## config.mk

```make
export PLATFORM = sky130hd
export DESIGN_NAME = mux_sel_rr_arbiter
export DESIGN_NICKNAME = d
export VERILOG_FILES = /design/src/rtl/mux_sel_rr_arbiter.sv
export SDC_FILE = /design/constraint.sdc
export NUM_CORES = 1
export LEC_CHECK = 0
export BUFFER_PORTS_ARGS = -buffer_cell sky130_fd_sc_hd__buf_2
export CAP_MARGIN = 10
export CORE_UTILIZATION = 46
export CTS_BUF_LIST = sky130_fd_sc_hd__clkbuf_8
export DETAILED_ROUTE_END_ITERATION = 12
export PLACE_DENSITY = 0.71
export SYNTH_ARGS = -nofsm -noshare
export SYNTH_HDL_FRONTEND = slang
export SYNTH_SLANG_ARGS = --single-unit
```

## constraint.sdc

```tcl
create_clock -name clk -period 1.9 [get_ports clk]
set_input_delay 0.19 -clock clk [delete_from_list [all_inputs] [get_ports clk]]
set_output_delay 0.19 -clock clk [all_outputs]
set_load 0.01 [all_outputs]
```

## src/rtl/mux_sel_rr_arbiter.sv

```systemverilog
// Round-robin select generator for a 4:1 channel mux: grants one requester per burst
// of burst_len beats and only moves sel at burst boundaries.
module mux_sel_rr_arbiter #(
    parameter int DWELL_W = 4
) (
    input  logic               clk,
    input  logic               rst,
    input  logic [3:0]         req,
    input  logic [DWELL_W-1:0] burst_len,
    input  logic               out_ready,
    output logic [1:0]         sel,
    output logic [3:0]         grant,
    output logic               sel_valid,
    output logic               sel_last
);

    typedef enum logic { IDLE = 1'b0, GRANT = 1'b1 } state_t;

    state_t             state;
    logic [1:0]         cur;
    logic [1:0]         ptr;
    logic [DWELL_W-1:0] rem;

    logic               found;
    logic [1:0]         winner;
    logic [1:0]         idx;
    logic               beat;
    logic               abort;
    logic               burst_end;
    logic [DWELL_W-1:0] load_len;
    logic [3:0]         onehot;

    // ptr always equals cur while granted, so one search base covers idle and re-arbitration
    always_comb begin
        found  = 1'b0;
        winner = 2'd0;
        idx    = 2'd0;
        for (int k = 1; k <= 4; k++) begin
            idx = ptr + 2'(k);
            if (!found && req[idx]) begin
                found  = 1'b1;
                winner = idx;
            end
        end
    end

    always_comb begin
        beat      = (state == GRANT) && out_ready && req[cur];
        abort     = (state == GRANT) && !req[cur];
        burst_end = abort || (beat && (rem == DWELL_W'(1)));
        load_len  = (burst_len == '0) ? DWELL_W'(1) : burst_len;
    end

    always_ff @(posedge clk) begin
        if (rst) begin
            state <= IDLE;
            cur   <= 2'd0;
            ptr   <= 2'd3;
            rem   <= '0;
        end else if (state == IDLE || burst_end) begin
            if (found) begin
                state <= GRANT;
                cur   <= winner;
                ptr   <= winner;
                rem   <= load_len;
            end else begin
                state <= IDLE;
            end
        end else if (beat) begin
            rem <= rem - DWELL_W'(1);
        end
    end

    always_comb begin
        onehot    = 4'b0001 << cur;
        sel       = cur;
        sel_valid = (state == GRANT);
        grant     = sel_valid ? onehot : 4'b0000;
        sel_last  = sel_valid && (rem == DWELL_W'(1));
    end

endmodule

```

==> run metrics, run 1 <==
share of layout cells above drive strength 1 33.0%; Overall Global Routing Usage approximately a quarter; #FFs+latches synth 9; TritonCTS Buffers 3; H-tree depth 1; Area Overhead vs Synth 21.4%; die area around 1700 sq um; CP max stage cell a2111oi_4; # diodes 0; dpl cells 111; grt ovf 0; fin nets between 100 and 150; RSZ-0062 raised after global routing false; fin crit share 90.6%; Final Slew Violations 0; hold buffers post-CTS 0; Final GP Congestion 0.820; Pre-Repair DR Iteration Count 4; CTS tree yes; Hold Vio Cnt, Final 0; status completed; actual slew at the worst max-slew pin 0.366 ns; CTS sink count 9; clk slew on worst S/H paths roughly 0.04 ns; setup TNS 0 ns; Post-CTS Setup Repair Bufs 0; vias per cell 6.18; port bufs 18; CP Max Fanout 6; Max-cap violations 0; Initial DRC Count 15; root buffer cell clkbuf_8; first-pass GRT wire length ~2600 um; LEAKAGE roughly 0.00037 uW; syn avg cell area 8.79 sq um; Seq/Total Area, Yosys 25.9%; peak supply drop approximately 350 uV; Finished Cell Area 843 sq um; Yosys cell types 40; Ports 19; WS Path Type flop to flop; worst path cell trace inv_1 -> ha_1 -> nor2b_1 -> nand3b_1 -> a2111oi_4 -> a22oi_1; clk_skew 0.00132 ns; Placeable Area 1350 sq um; CP startpoint kind flop; Chip Width 40.9 um; P per Cell Area 829 nW/um^2; WL per Instance between 10 and 15 um; Bufs on Longest Clock Path 2; DP Area 798 sq um; Crit path arrival time 1.83 ns; Worst EP required between 2 and 2.5 ns; hold crit path type primary input to flop; Clock Latency Late Sink 0.24 ns; Setup crit end kind flop; Slew headroom 75.6%; Rows 13; vias in the first global route between 500 and 600; final setup fails 0; die height 40.9 um; WL final 1700 um; Crit. Startpoint rem[1]; HP Start rst; synthesized net count 92; RR Startpoint rem[1]; largest net degree at the start of global routing 12; f_max 581 MHz; DRT antenna net count 0; via count of the routed design 711; Mapped Area roughly 690 sq um; antenna violations before repair 0; fin cells 115; minimum clock period 1.72 ns; Final Core Density 62.5%; drt drc 0; Resize count post-CTS 0; post-synthesis cell count 79; DP HPWL 1290 um; YS warnings 0; Max stage delay on crit path ~0.38 ns; Filler cells 117; starting density of the core 51.4%
[flip-flops by register name, summed over array words and instances, names as in the netlist]
name and cells:
sel 2, ptr 2, sel_valid 1, rem 4
[logic make-up (layout without fill, tap and decap cells)]
family          Yosys count  after routing  share of synthesized area, %
xor+xnor                  1              1                          1.26
simple gates             27             27                          23.2
buf+inv                   8             29                          5.04
flops                     9              9                          25.9
mux                       3              3                          5.41
fa+ha+maj                 2              2                          3.60
compound gates           29             29                          35.5
[path summary, 6_finish.rpt]
kind | endpoint | cells past startpoint | slack [ns]
worst max-delay path | ptr[0] | 6 | 0.18
worst min-delay path | rem[1] | 2 | 0.24
worst max register to register | ptr[0] | 6 | 0.18
worst min register to register | rem[3] | 2 | 0.52
[cell usage in the layout, fill, tap and decap left out, types with 2 or more instances in the layout]
| cell type | count |
|---|---|
| and3b_1 | 2 |
| a211oi_1 | 3 |
| inv_1 | 7 |
| o211ai_1 | 2 |
| nor3_1 | 2 |
| a21oi_1 | 5 |
| nor2_1 | 7 |
| a31oi_1 | 2 |
| o21ai_1 | 2 |
| nand4_1 | 2 |
| buf_2 | 18 |
| ha_1 | 2 |
| nor2b_1 | 2 |
| mux2i_2 | 2 |
| nand3_1 | 3 |
| nand2_1 | 3 |
| o221ai_1 | 2 |
| clkbuf_8 | 3 |
| dfxtp_1 | 9 |
[power breakdown]
part           internal [uW]  switching [uW]  leakage, uW
logic                    107             125     0.000271
registers                216            32.9    0.0000750
clock network            141            77.3    0.0000269
[critical path, delay by kind of cell (launching register included)]
kind | cells | cell delay, ns
compound gates | 2 | 0.52
flops | 1 | 0.31
fa+ha+maj | 1 | 0.16
buf+inv | 1 | 0.11
simple gates | 2 | 0.49
[metrics by stage]
stage	setup slack [ns]	hold WS, ns	total power (uW)
after floorplan	0.301	0.354	414
after global placement	0.260	0.469	477
after detailed placement	0.200	0.485	482
after CTS	0.192	0.232	705
after global routing	0.0122	0.250	745
final	0.178	0.241	700
[cell usage after synthesis (all sizes together)]
| cell type | n | area, sq um |
|---|---|---|
| and3b | 2 | 17.5 |
| nor3 | 2 | 10.0 |
| nor2 | 7 | 26.3 |
| nand2 | 3 | 11.3 |
| o22ai | 2 | 26.3 |
| nand3 | 3 | 15.0 |
| mux2i | 3 | 37.5 |
| a31oi | 2 | 12.5 |
| o211ai | 2 | 15.0 |
| clkbuf | 1 | 7.51 |
| a211o | 1 | 8.76 |
| o221ai | 2 | 17.5 |
| nor4 | 1 | 12.5 |
| buf | 1 | 5.00 |
| or2b | 1 | 8.76 |
| o311ai | 2 | 17.5 |
| a21bo | 1 | 10.0 |
| o22a | 1 | 10.0 |
| nor4b | 1 | 8.76 |
| a22oi | 1 | 7.51 |
| and4bb | 1 | 12.5 |
| nand2b | 1 | 6.26 |
| nand4 | 2 | 12.5 |
| nand3b | 1 | 7.51 |
| a211oi | 3 | 22.5 |
| a221oi | 1 | 15.0 |
| nor2b | 2 | 12.5 |
| a21oi | 5 | 25.0 |
| a2111oi | 1 | 27.5 |
| ha | 2 | 25.0 |
| o21ai | 3 | 15.0 |
| a21o | 2 | 16.3 |
| xor2 | 1 | 8.76 |
| inv | 6 | 22.5 |
| dfxtp | 9 | 180 |
[final cells by class]
cell class                      instances  area (sq um)  area share, %
Clock buffer                            3          41.3           4.90
Clock inverter                          1          3.75          0.445
Inverter                                6          22.5           2.67
Multi-Input combinational cell         62           479           56.8
Sequential cell                         9           180           21.4
Tap cell                               15          18.8           2.23
Timing Repair Buffer                   19          97.6           11.6
[routing by layer]
metal  track usage (%)  vias to the layer above  routed length (um)
met5                 0                        -                   0
met3              11.4                        6                  75
met4              10.8                        0                  38
met1              30.1                      336                 828
met2              34.8                       17                 761
li1                  -                      352                   -
No activity file was read; power rests on OpenSTA's default activity.
==> run 2, diff against run 1 <==
Settings changed: PLACE_DENSITY 0.71 to 0.74, RECOVER_POWER set to 25.
Clock period 1.9 ns to 1.4 ns, I/O delays scaled along.
==> run 2 against run 1 <==
  * Non-clock buffer count increased by 16
  * Flip-flop and latch count stayed put
  * Combinational power increased by 96%
  * Largest cell class unchanged
  * Maximum frequency rose by 14%
  * Critical path type unchanged
  * Highest routed layer unchanged
  * Hold slack got worse by 0.041 ns
  * Clock power rose by 39%
  * Die area did not move
  * Final cell count rose by 15%
  * Final area rose by 23%
  * Core utilization increased by 15 points
  * The run now ends with negative setup slack left
  * Total power is 57% higher
  * Critical path depth fell by 2
==> run metrics, run 2 (synthesis gave the netlist of run 1 again) <==
status complete, but fails checks; violated checks negative setup slack; Largest Register rem; Total Power 1100 uW (+57%); P per Cell Area 1060 nW/um^2 (+28%); die height 40.9 um (unchanged); Pre-Repair DR Iteration Count 4 (unchanged); Setup crit end kind flop; die area 1670 sq um (unchanged); peak supply drop 668 uV (+90%); Final Slew Violations 0 (unchanged); hold buffers post-CTS 0 (unchanged); via count of the routed design 801 (+13%); RR Endpoint ptr[0]; root buffer cell clkbuf_8; CP startpoint kind flop; DP HPWL 1430 um (+11%); share of layout cells above drive strength 1 52.1% (+19 points); hold crit path type primary input to flop; clk slew on worst S/H paths 0.04 ns (about the same); largest net degree at the start of global routing 12 (unchanged); Worst EP required 1.51 ns (-0.50 ns); Chip Width 40.9 um (unchanged); Initial DRC Count 45 (+30); Hold EP rem[1]; Bufs on Longest Clock Path 2 (unchanged); fin crit share 108% (+17 points); f_max 661 MHz (+14%); reg2reg path depth 4 (-2); antenna violations before repair 0 (unchanged); most frequent cells in the layout 18 x buf_2, 16 x buf_4, 6 x inv_1, 6 x nor2_1, 5 x a21oi_1; grt ovf 0 (unchanged); clk_skew 0.00205 ns (+0.000725 ns); first-pass GRT wire length 2820 um (+8.8%); HP Start rst; CTS sink count 9 (unchanged); Hold Vio Cnt, Final 0 (unchanged); Worst Hold Depth 2 (unchanged); WS Path Type flop to flop; fin nets 131 (+15%); RR Startpoint sel[0]; RSZ-0062 raised after global routing true; minimum clock period 1.51 ns (-0.210 ns); CP max stage cell dfxtp_4; Overall Global Routing Usage 27.3% (+3.1 points); Max-cap violations 0 (unchanged); vias in the first global route 657 (+10%); TritonCTS Buffers 3 (unchanged); Area Overhead vs Synth 49.7%; final setup fails 7 (+7); commonest non-fill, non-tap cell in the layout buf_2; Crit. Startpoint sel[0]; Placeable Area 1350 sq um (unchanged); Slew headroom 77.2% (+1.6 points); vias per cell 6.07 (-1.9%); worst path cell trace mux2i_4 -> o22ai_4 -> a2111oi_4 -> a22oi_1; setup slack after layout -0.112 ns (-0.290 ns); H-tree depth 1 (unchanged); port bufs 18 (unchanged); max reg flops 4 (unchanged); Max stage delay on crit path 0.38 ns (about the same); actual slew at the worst max-slew pin 0.340 ns (-0.0257 ns); Final GP Congestion 0.771 (-6.0%); WL final 2240 um (+31%); Rows 13 (unchanged); setup slack, reg-to-reg -0.11 ns (-0.29 ns); # diodes 0 (unchanged); WL per Instance 17.0 um (+15%); CTS tree yes; Ports 19 (unchanged); DP Area 903 sq um (+13%); Filler cells 92 (-21%); Clock Latency Late Sink 0.24 ns (about the same); LEAKAGE 0.000465 uW (+25%); DRT antenna net count 0 (unchanged); Finished Cell Area 1040 sq um (+23%); starting density of the core 51.4% (unchanged); Crit path arrival time 1.62 ns (-0.21 ns); CP Max Fanout 5 (-1); drt drc 0 (unchanged)
-- run 2: cell types whose count changed in the layout (fill, tap and decap cells not counted), sizes merged --
cell   change
o22ai      +1
buf       +16
-- run 2: worst max-delay path, delay by kind of cell (launching register included) --
kind | cells | cell delay, ns
AOI/OAI and AO/OA | 3 | 0.66
DFF | 1 | 0.38
muxes | 1 | 0.33
-- run 2: metal layers --
metal / track usage [%] / vias up / routed length [um]
li1: - / 385 / -
met1: 32.4 / 371 / 952
met2: 42.6 / 38 / 1080
met3: 9.78 / 7 / 153
met4: 14.2 / 0 / 50
met5: 0 / - / 0
-- run 2: layout make-up --
cell class | instances | area [sq um] | area share [%]
inverters | 6 | 22.5 | 2.17
flip-flops and latches | 9 | 189 | 18.2
clock buffers | 3 | 41.3 | 3.97
clock inverters | 1 | 3.75 | 0.361
well taps | 15 | 18.8 | 1.81
repair buffers | 35 | 221 | 21.3
multi-input cells | 63 | 543 | 52.2
-- run 2: worst max-delay path by stage --
stage	to	cells after the start
floorplan	ptr[0]	6
detailed placement	ptr[0]	6
global route	rem[2]	5
finish	ptr[0]	4
global placement	ptr[0]	4
CTS	ptr[0]	4
-- run 2: metrics by stage --
| step | std cells | hold slack (ns) | worst slack [ns] | util (%) | setup TNS (ns) |
|---|---|---|---|---|---|
| after global routing | 132 | 0.210 | -0.179 | 77.0 | -0.898 |
| after detailed placement | 122 | 0.436 | -0.0952 | 66.9 | -0.198 |
| after floorplan | 79 | 0.304 | -0.0727 | - | -0.0846 |
| after global placement | 122 | 0.430 | -0.0602 | 66.9 | -0.108 |
| after CTS | 130 | 0.181 | -0.0608 | 75.0 | -0.0769 |
| final | 132 | 0.200 | -0.112 | 77.0 | -0.332 |
-- run 2: what timing repair did --
action                     4_1_cts  5_1_grt
buffers inserted                 4        1
cloned                           0        1
pin swaps                        2        8
setup endpoints to repair        9       11
gates resized for setup          8        5
-- run 2: where the power goes --
part / switching [uW] / internal [uW]
Clock: 110 / 191
Sequential: 46.2 / 298
Combinational: 222 / 232
Total: 379 / 722
